==> src/rtl/pipeline_ctrl.sv <==
// Hazard and sequencing controller for the five-stage core: stall/flush generation,
// operand forwarding selects, MDU wait sequencing and saturating event counters.
module pipeline_ctrl #(
  parameter int MDU_TIMEOUT = 64,
  parameter int CNT_W       = 32
) (
  input  logic             clk,
  input  logic             rst,
  input  logic [4:0]       id_rs1,
  input  logic [4:0]       id_rs2,
  input  logic             id_use_rs1,
  input  logic             id_use_rs2,
  input  logic [4:0]       ex_rs1,
  input  logic [4:0]       ex_rs2,
  input  logic [4:0]       ex_rd,
  input  logic             ex_wr_enable,
  input  logic             ex_mem_to_reg,
  input  logic             ex_mdu_start,
  input  logic             mdu_done,
  input  logic             branch,
  input  logic [4:0]       wb_rd,
  input  logic             wb_wr_enable,
  output logic             stall_fetch,
  output logic             stall_decode,
  output logic             stall_execute,
  output logic             flush_decode,
  output logic             flush_execute,
  output logic             flush_memory,
  output logic [1:0]       forward_a,
  output logic [1:0]       forward_b,
  output logic             mdu_timeout,
  output logic [CNT_W-1:0] stall_count,
  output logic [CNT_W-1:0] flush_count
);

  localparam int TW = (MDU_TIMEOUT > 2) ? $clog2(MDU_TIMEOUT) : 1;
  localparam logic [TW-1:0] T_LAST = TW'(MDU_TIMEOUT - 1);

  typedef enum logic {RUN, MDU_WAIT} state_t;

  state_t        state;
  logic [TW-1:0] wait_cnt;
  logic [4:0]    ret_rd;
  logic          ret_valid;

  logic load_use;
  logic mdu_release;
  logic branch_flush;

  assign load_use = ex_mem_to_reg && ex_wr_enable && (ex_rd != 5'd0) &&
                    ((id_use_rs1 && (id_rs1 == ex_rd)) ||
                     (id_use_rs2 && (id_rs2 == ex_rd)));

  assign mdu_release  = mdu_done || (wait_cnt == T_LAST);
  assign branch_flush = !rst && (state == RUN) && branch;

  // Hazard priority in RUN is branch, then MDU start, then load-use; MDU_WAIT ignores all of them.
  always_comb begin
    stall_fetch   = 1'b0;
    stall_decode  = 1'b0;
    stall_execute = 1'b0;
    flush_decode  = 1'b0;
    flush_execute = 1'b0;
    flush_memory  = 1'b0;
    forward_a     = 2'b00;
    forward_b     = 2'b00;
    if (!rst) begin
      case (state)
        RUN: begin
          if (branch) begin
            flush_decode  = 1'b1;
            flush_execute = 1'b1;
          end else if (ex_mdu_start && !mdu_done) begin
            stall_fetch   = 1'b1;
            stall_decode  = 1'b1;
            stall_execute = 1'b1;
            flush_memory  = 1'b1;
          end else if (load_use) begin
            stall_fetch   = 1'b1;
            stall_decode  = 1'b1;
            flush_execute = 1'b1;
          end
        end
        MDU_WAIT: begin
          if (!mdu_release) begin
            stall_fetch   = 1'b1;
            stall_decode  = 1'b1;
            stall_execute = 1'b1;
            flush_memory  = 1'b1;
          end
        end
        default: ;
      endcase

      if (wb_wr_enable && (wb_rd != 5'd0) && (wb_rd == ex_rs1))
        forward_a = 2'b01;
      else if (ret_valid && (ret_rd == ex_rs1))
        forward_a = 2'b10;

      if (wb_wr_enable && (wb_rd != 5'd0) && (wb_rd == ex_rs2))
        forward_b = 2'b01;
      else if (ret_valid && (ret_rd == ex_rs2))
        forward_b = 2'b10;
    end
  end

  always_ff @(posedge clk) begin
    if (rst) begin
      state       <= RUN;
      wait_cnt    <= '0;
      ret_rd      <= 5'd0;
      ret_valid   <= 1'b0;
      stall_count <= '0;
      flush_count <= '0;
      mdu_timeout <= 1'b0;
    end else begin
      ret_rd    <= wb_rd;
      ret_valid <= wb_wr_enable && (wb_rd != 5'd0);

      if (stall_fetch && (stall_count != {CNT_W{1'b1}}))
        stall_count <= stall_count + CNT_W'(1);
      if (branch_flush && (flush_count != {CNT_W{1'b1}}))
        flush_count <= flush_count + CNT_W'(1);

      case (state)
        RUN: begin
          if (!branch && ex_mdu_start && !mdu_done) begin
            state    <= MDU_WAIT;
            wait_cnt <= '0;
          end
        end
        MDU_WAIT: begin
          // A done in the last counted cycle wins, so the error flag is only raised on a true timeout.
          if (mdu_done) begin
            state <= RUN;
          end else if (wait_cnt == T_LAST) begin
            state       <= RUN;
            mdu_timeout <= 1'b1;
          end else begin
            wait_cnt <= wait_cnt + TW'(1);
          end
        end
        default: state <= RUN;
      endcase
    end
  end

endmodule

==> config.mk <==
export PLATFORM = sky130hd
export DESIGN_NAME = pipeline_ctrl
export DESIGN_NICKNAME = d
export VERILOG_FILES = /design/src/rtl/pipeline_ctrl.sv
export SDC_FILE = /design/constraint.sdc
export NUM_CORES = 1
export LEC_CHECK = 0
export ABC_CLOCK_PERIOD_IN_PS = 7270
export CAP_MARGIN = 15
export CORE_MARGIN = 5
export CORE_UTILIZATION = 45
export CTS_BUF_LIST = sky130_fd_sc_hd__clkbuf_16
export CTS_CLUSTER_DIAMETER = 60
export DETAILED_ROUTE_END_ITERATION = 10
export MAX_ROUTING_LAYER = met4
export PLACE_DENSITY = 0.75
export SYNTH_ARGS = -nofsm -noshare
export SYNTH_HDL_FRONTEND = slang
export SYNTH_SLANG_ARGS = --single-unit
==> constraint.sdc <==
create_clock -name clk -period 7.27 [get_ports clk]
set_clock_uncertainty 0.1 [all_clocks]
set_input_delay 1.8175 -clock clk [delete_from_list [all_inputs] [get_ports clk]]
set_output_delay 1.8175 -clock clk [all_outputs]
set_load 0.03 [all_outputs]
==> flow_summary.json, run 1 <==
{
  "run_status": "complete, no violations",
  "maxClockFrequency_ghz": 0.1587,
  "worstPathRequired_ns": 5.35,
  "cts-root-buf": "clkbuf_16",
  "cellInternalPower_mw": 0.6989,
  "routed_wirelength_mm": 10.97,
  "comb_power_share": 0.087,
  "gr-usage-all-layers": 0.1997,
  "fin_total_pwr_mw": 0.9165,
  "start_util": 0.4586,
  "grt_pass1_vias": 3820,
  "worstSkewPairLatency_ns": 0.33,
  "die_area_mm2": 0.01136,
  "die_height_um": 106.6,
  "syn-num-nets": 531,
  "synth_top_flop_cell": "dfxtp_1",
  "final-hold-violation-count": 0,
  "clock_power_share": 0.440,
  "drt-initial-drc-count": 181,
  "die_x_um": 106.6,
  "rsz_0062_raised_after_global_routing": "no",
  "preCtsSetupSlack_ns": 0.9813,
  "finalNetCount": 637,
  "timing.setup.tns_ns": 0,
  "yosys_register_bits": 78,
  "ioPinCount": 115,
  "number_of_cells_in_the_finished_layout_apart_from_fillers": 710,
  "timing.rr.end": "stall_count[18]",
  "cts_tree": "done",
  "row_count": 35,
  "htree_levels": 3,
  "drc": 0,
  "crit_path_end": "forward_b[1]",
  "synth_top_cells_by_count": "dfxtp_1 (78), nor2_1 (51), a21oi_1 (36), xnor2_1 (34), nand2_1 (29)",
  "placed_cells_incl_taps": 694,
  "antenna_cells_inserted": 0,
  "num_vias": 4013,
  "grt_first_pass_wirelength_mm": 18.33,
  "synth_cell_types": 56,
  "crit_start": "wb_rd[0]",
  "powerDensity_mw_per_mm2": 162.8,
  "syn-mean-instance-area_um2": 8.602,
  "cts_buffers": 9,
  "final_layout_size_suffix_gt1_frac": 0.07012,
  "highest_ir_drop_seen_on_vdd_mv": 0.1003,
  "cp-start-kind": "input pin",
  "regToRegSetupSlack_ns": 4.50,
  "period_minus_slack_ns": 6.300,
  "post-dp-hpwl_mm": 7.932,
  "power.share.sequential": 0.473,
  "post_cts_resized": 0,
  "yosys_warnings": 0,
  "cts.hold.buffers_added": 0,
  "finalSetupViolations": 0,
  "min-delay-path-class": "register to register",
  "drtAntennaViolNets": 0,
  "worst_r2r_startpoint": "stall_count[5]",
  "slew_headroom": 0.5123,
  "critical_path_class": "input pin to primary output",
  "mappedNetlistArea_mm2": 0.004198,
  "initial_antenna_violation_count": 0,
  "power.static_leakage_nw": 1.916,
  "cts_setup_buffers": 0,
  "number_of_flops_mapped_to_enable_cells_by_yosys": 0,
  "worstPathArrival_ns": 4.38,
  "max_cap_viol_count": 0,
  "r2r.worst_path.cells": 5,
  "synthToLayoutAreaGrowth_pct": 34.13,
  "switchingPower_mw": 0.2176,
  "clock_path_buffers": 2,
  "grt.overflow.total": 0,
  "first_pass_iters": 5,
  "finalWorstSetupSlack_ns": 0.9705,
  "setup.worst_path.end_class": "primary output",
  "min_period_over_period": 0.8665,
  "ys_async_sr_fraction": 0,
  "synthesis.instances": 488,
  "netlist.area_leader.share": 0.3720,
  "vias_per_cell": 5.652,
  "buffer_ports.inserted": 114,
  "core_box_area_mm2": 0.009153,
  "cp_max_fo": 4,
  "tightestPinTransition_ns": 0.7262,
  "largest_net_degree_at_the_start_of_global_routing": 56,
  "cell_type_with_the_largest_total_area_after_synthesis": "dfxtp_1",
  "route.detailed.wl_per_inst_um": 15.45,
  "synth_top_cells_by_area": "dfxtp_1 (37%), xnor2_1 (7.1%), xor2_1 (4.6%)",
  "routabilityCongestion": 0.8708,
  "cts.clk_slew.worst_paths_ns": 0.06,
  "synth-seq-area-share": 0.3720,
  "switching_share": 0.2374,
  "clock_sink_count": 78,
  "fin_worst_hold_slack_ns": 0.4082,
  "post-synth-top-count-cell": "dfxtp_1",
  "finalMaxSlewViolations": 0
}
## state kept, by name, summed over array words and instances (netlist names)
name / cells
ret_rd: 5
mdu_timeout: 1
flush_count: 32
state: 1
ret_valid: 1
wait_cnt: 6
stall_count: 32
## worst min-delay path by stage
stage | from | endpoint | slack, ns | depth (start not counted)
global route | stall_count[17] | stall_count[17] | 0.44 | 2
global placement | mdu_timeout | mdu_timeout | 0.38 | 2
detailed placement | wait_cnt[3] | wait_cnt[3] | 0.40 | 2
floorplan | wait_cnt[3] | wait_cnt[3] | 0.37 | 2
CTS | stall_count[17] | stall_count[17] | 0.41 | 2
finish | stall_count[22] | stall_count[22] | 0.41 | 2
## stage by stage
stage	instance area [um2]	utilization
6_report	5630	0.6152
5_1_grt	5630	0.6152
4_1_cts	5630	0.6152
3_5_place_dp	5363	0.5859
3_3_place_gp	5363	0.5859
2_1_floorplan	4198	-
## worst max-delay path, stage by stage
cell             delay (ns)
clkdlybuf4s50_1        0.48
or4_1                  0.54
o21ai_0                0.31
nor4_1                 0.11
nand3_1                0.11
nor4b_1                0.28
clkdlybuf4s50_1        0.74
## cell type report
| class | instances | area (um2) |
|---|---|---|
| Tap cell | 111 | 138.9 |
| Multi-Input combinational cell | 378 | 2470 |
| Clock buffer | 9 | 225.2 |
| Timing Repair Buffer | 116 | 1151 |
| Fill cell | 815 | 3522 |
| Clock inverter | 7 | 42.54 |
| Inverter | 11 | 41.29 |
| Sequential cell | 78 | 1562 |
## power by group through the flow
stage,clock [mW],combinational [mW],sequential [mW]
after CTS,0.416,0.0800,0.433
after global placement,0,0.0776,0.443
after floorplan,0,0.0396,0.445
after detailed placement,0,0.0795,0.443
final,0.404,0.0795,0.433
after global routing,0.432,0.0858,0.434
## layer usage
layer	global-route usage	share of wire
met1	0.2601	0.46
met2	0.3103	0.47
met3	0.04636	0.058
met4	0.06119	0.012
met5	-	0
## logic make-up after synthesis
kind of cell    count (synthesis)  share of synthesized area
compound gates                 86                     0.1243
buf+inv                        32                    0.03964
fa+ha+maj                       3                   0.008943
xor+xnor                       56                     0.1168
simple gates                  226                     0.3156
flops                          78                     0.3720
mux                             7                    0.02265
## cell usage in the layout (no fill, tap or decap), types with 3 or more instances in the layout
cell type / instances
o21ai_1: 9
inv_1: 10
o31ai_1: 9
nor3_1: 5
xnor2_1: 34
mux2_4: 5
nor2b_1: 9
dfxtp_1: 78
and3_1: 9
clkdlybuf4s50_1: 113
nand4_1: 27
and4_1: 5
o21ai_0: 16
nor4_1: 7
and2_1: 4
nand3_1: 21
ha_1: 3
a21oi_1: 36
xor2_1: 22
clkbuf_16: 9
nand2_1: 29
or3_1: 27
or4_1: 11
nor2_1: 51
nor4_4: 3
Power figures use the tool's default switching activity.
==> run 2, diff against run 1 <==
- CELL_PAD_IN_SITES_DETAIL_PLACEMENT: default -> 1
- CELL_PAD_IN_SITES_GLOBAL_PLACEMENT: default -> 2
- CORE_MARGIN: 5 -> default
- CORE_UTILIZATION: 45 -> 30
- PLACE_DENSITY: 0.75 -> default
- PLACE_DENSITY_LB_ADDON: default -> 0.1
==> flow_summary.json, run 2 (same netlist as run 1, synthesis figures left out) <==
{
  "min_from": "mdu_timeout",
  "setup.worst_path.end_class": "primary output",
  "antenna_cells_inserted": 0,
  "vias_per_cell": 5.200,
  "mostFrequentLayoutCells": "clkdlybuf4s50_1 (113), dfxtp_1 (78), nor2_1 (51)",
  "clock_sink_count": 78,
  "worst_r2r_startpoint": "stall_count[0]",
  "finalSetupViolations": 0,
  "core_box_area_mm2": 0.01345,
  "core_util_final": 0.4256,
  "hold-path-cell-count": 2,
  "finalNetCount": 638,
  "drtAntennaViolNets": 0,
  "timing.critical_path.buf_inv": 2,
  "synthToLayoutAreaGrowth_pct": 36.39,
  "cp_slowest_stage_delay_ns": 0.73,
  "period_minus_slack_ns": 6.274,
  "highest_ir_drop_seen_on_vdd_mv": 0.09048,
  "cts.hold.buffers_added": 0,
  "worst_path_dominant_cell_family": "buffers and inverters",
  "worstSkewPairLatency_ns": 0.34,
  "cts_setup_buffers": 0,
  "cp-start-kind": "input pin",
  "timing.setup.tns_ns": 0,
  "htree_levels": 3,
  "cp_max_fo": 4,
  "drc": 0,
  "routed_wirelength_mm": 12.28,
  "worstPathRequired_ns": 5.35,
  "drt-initial-drc-count": 162,
  "tightestPinTransition_ns": 0.8138,
  "power.static_leakage_nw": 1.931,
  "critical_path.slowest_cell": "clkdlybuf4s50_1",
  "clock_path_buffers": 2,
  "reg.largest.list": "flush_count x32, stall_count x32, wait_cnt x6",
  "die_x_um": 120.3,
  "cts_buffers": 9,
  "gr-usage-all-layers": 0.1810,
  "r2r.worst_path.cells": 6,
  "row_count": 42,
  "cts-root-buf": "clkbuf_16",
  "post_cts_resized": 0,
  "hold_end": "mdu_timeout",
  "initial_antenna_violation_count": 0,
  "routabilityCongestion": 0.8307,
  "ioPinCount": 115,
  "crit_path_cell_trace": "clkdlybuf4s50_1, or4_1, o21ai_0, nor4_1, nand3_1, nor4b_1, clkdlybuf4s50_1",
  "min_period_over_period": 0.8629,
  "rsz_0062_raised_after_global_routing": "no",
  "largest_net_degree_at_the_start_of_global_routing": 54,
  "final_layout_size_suffix_gt1_frac": 0.06511,
  "first_pass_iters": 4,
  "critical_path_class": "input pin to primary output",
  "regToRegSetupSlack_ns": 4.39,
  "powerDensity_mw_per_mm2": 164.4,
  "buffer_ports.inserted": 114,
  "die_height_um": 120.3,
  "worstPathArrival_ns": 4.36,
  "die_area_mm2": 0.01447,
  "min-delay-path-class": "register to register",
  "run_status": "complete, no violations",
  "grt.overflow.total": 0,
  "critPathMostFrequentCell": "clkdlybuf4s50_1",
  "maxClockFrequency_ghz": 0.1594,
  "cts.clk_slew.worst_paths_ns": 0.05,
  "route.detailed.wl_per_inst_um": 15.85,
  "grt_pass1_vias": 4060,
  "timing.critical_path.depth": 7,
  "timing.rr.end": "stall_count[18]",
  "finalMaxSlewViolations": 0,
  "max_cap_viol_count": 0,
  "grt_first_pass_wirelength_mm": 20.30,
  "post-dp-hpwl_mm": 8.923,
  "leading_cell_type_in_the_layout_fill_and_taps_excluded": "clkdlybuf4s50_1",
  "final-hold-violation-count": 0,
  "num_vias": 4030,
  "cts_tree": "done",
  "start_util": 0.3120,
  "slew_headroom": 0.4534
}
[run 2: changes by cell type in the layout (fill, tap and decap cells not counted)]
cell,change
inv_1,+2
clkinv_1,+1
buf_4,+1
clkinvlp_4,-1
clkinv_4,-1
clkinv_2,-2
bufinv_16,+1
inv_6,-1
[run 2: worst max path at each step]
| stage | startpoint | to |
|---|---|---|
| after floorplan | wb_rd[0] | forward_a[1] |
| after detailed placement | wb_rd[0] | forward_a[1] |
| after CTS | wb_rd[0] | forward_a[1] |
| after global placement | wb_rd[0] | forward_a[1] |
| after global routing | wb_rd[3] | forward_a[1] |
| final | wb_rd[0] | forward_a[1] |
[run 2: area by class of cell]
| class | count | area (um2) |
|---|---|---|
| fillers | 1607 | 7727 |
| multi-input cells | 378 | 2470 |
| flip-flops and latches | 78 | 1562 |
| repair buffers | 117 | 1159 |
| clock buffers | 9 | 225.2 |
| well taps | 176 | 220.2 |
| clock inverters | 6 | 48.80 |
| inverters | 11 | 41.29 |
[run 2: worst register-to-register path, cell delays in order, from the launching register on]
cell     delay, ns
dfxtp_1       0.40
ha_1          0.21
nand2_1       0.14
nor4_4        0.64
and4_1        0.79
nor4_1        0.17
mux2_4        0.33
[run 2: routing by layer]
metal	up-vias	GRT usage	wire, um
met4	0	0.06636	167
met2	87	0.2874	5668
met1	1943	0.2294	5935
met3	12	0.03302	509
li1	1988	-	-
met5	-	-	0
[run 2: power by group]
part	switching (mW)	leakage [nW]	internal, mW
logic	0.0414	1.15	0.0395
registers	0.00301	0.630	0.431
clock network	0.169	0.148	0.258
total	0.213	1.93	0.728
[run 2: stage by stage]
step | hold slack (ns) | instance area, um2 | setup slack (ns) | total power, mW | std cells
after floorplan | 0.3654 | 4198 | 1.574 | 0.4841 | 488
after global placement | 0.3848 | 5451 | 1.061 | 0.5234 | 760
after detailed placement | 0.3858 | 5451 | 0.9831 | 0.5248 | 760
after CTS | 0.4012 | 5725 | 0.9602 | 0.9570 | 775
after global routing | 0.4396 | 5725 | 0.8287 | 0.9793 | 775
final | 0.3900 | 5725 | 0.9964 | 0.9411 | 775
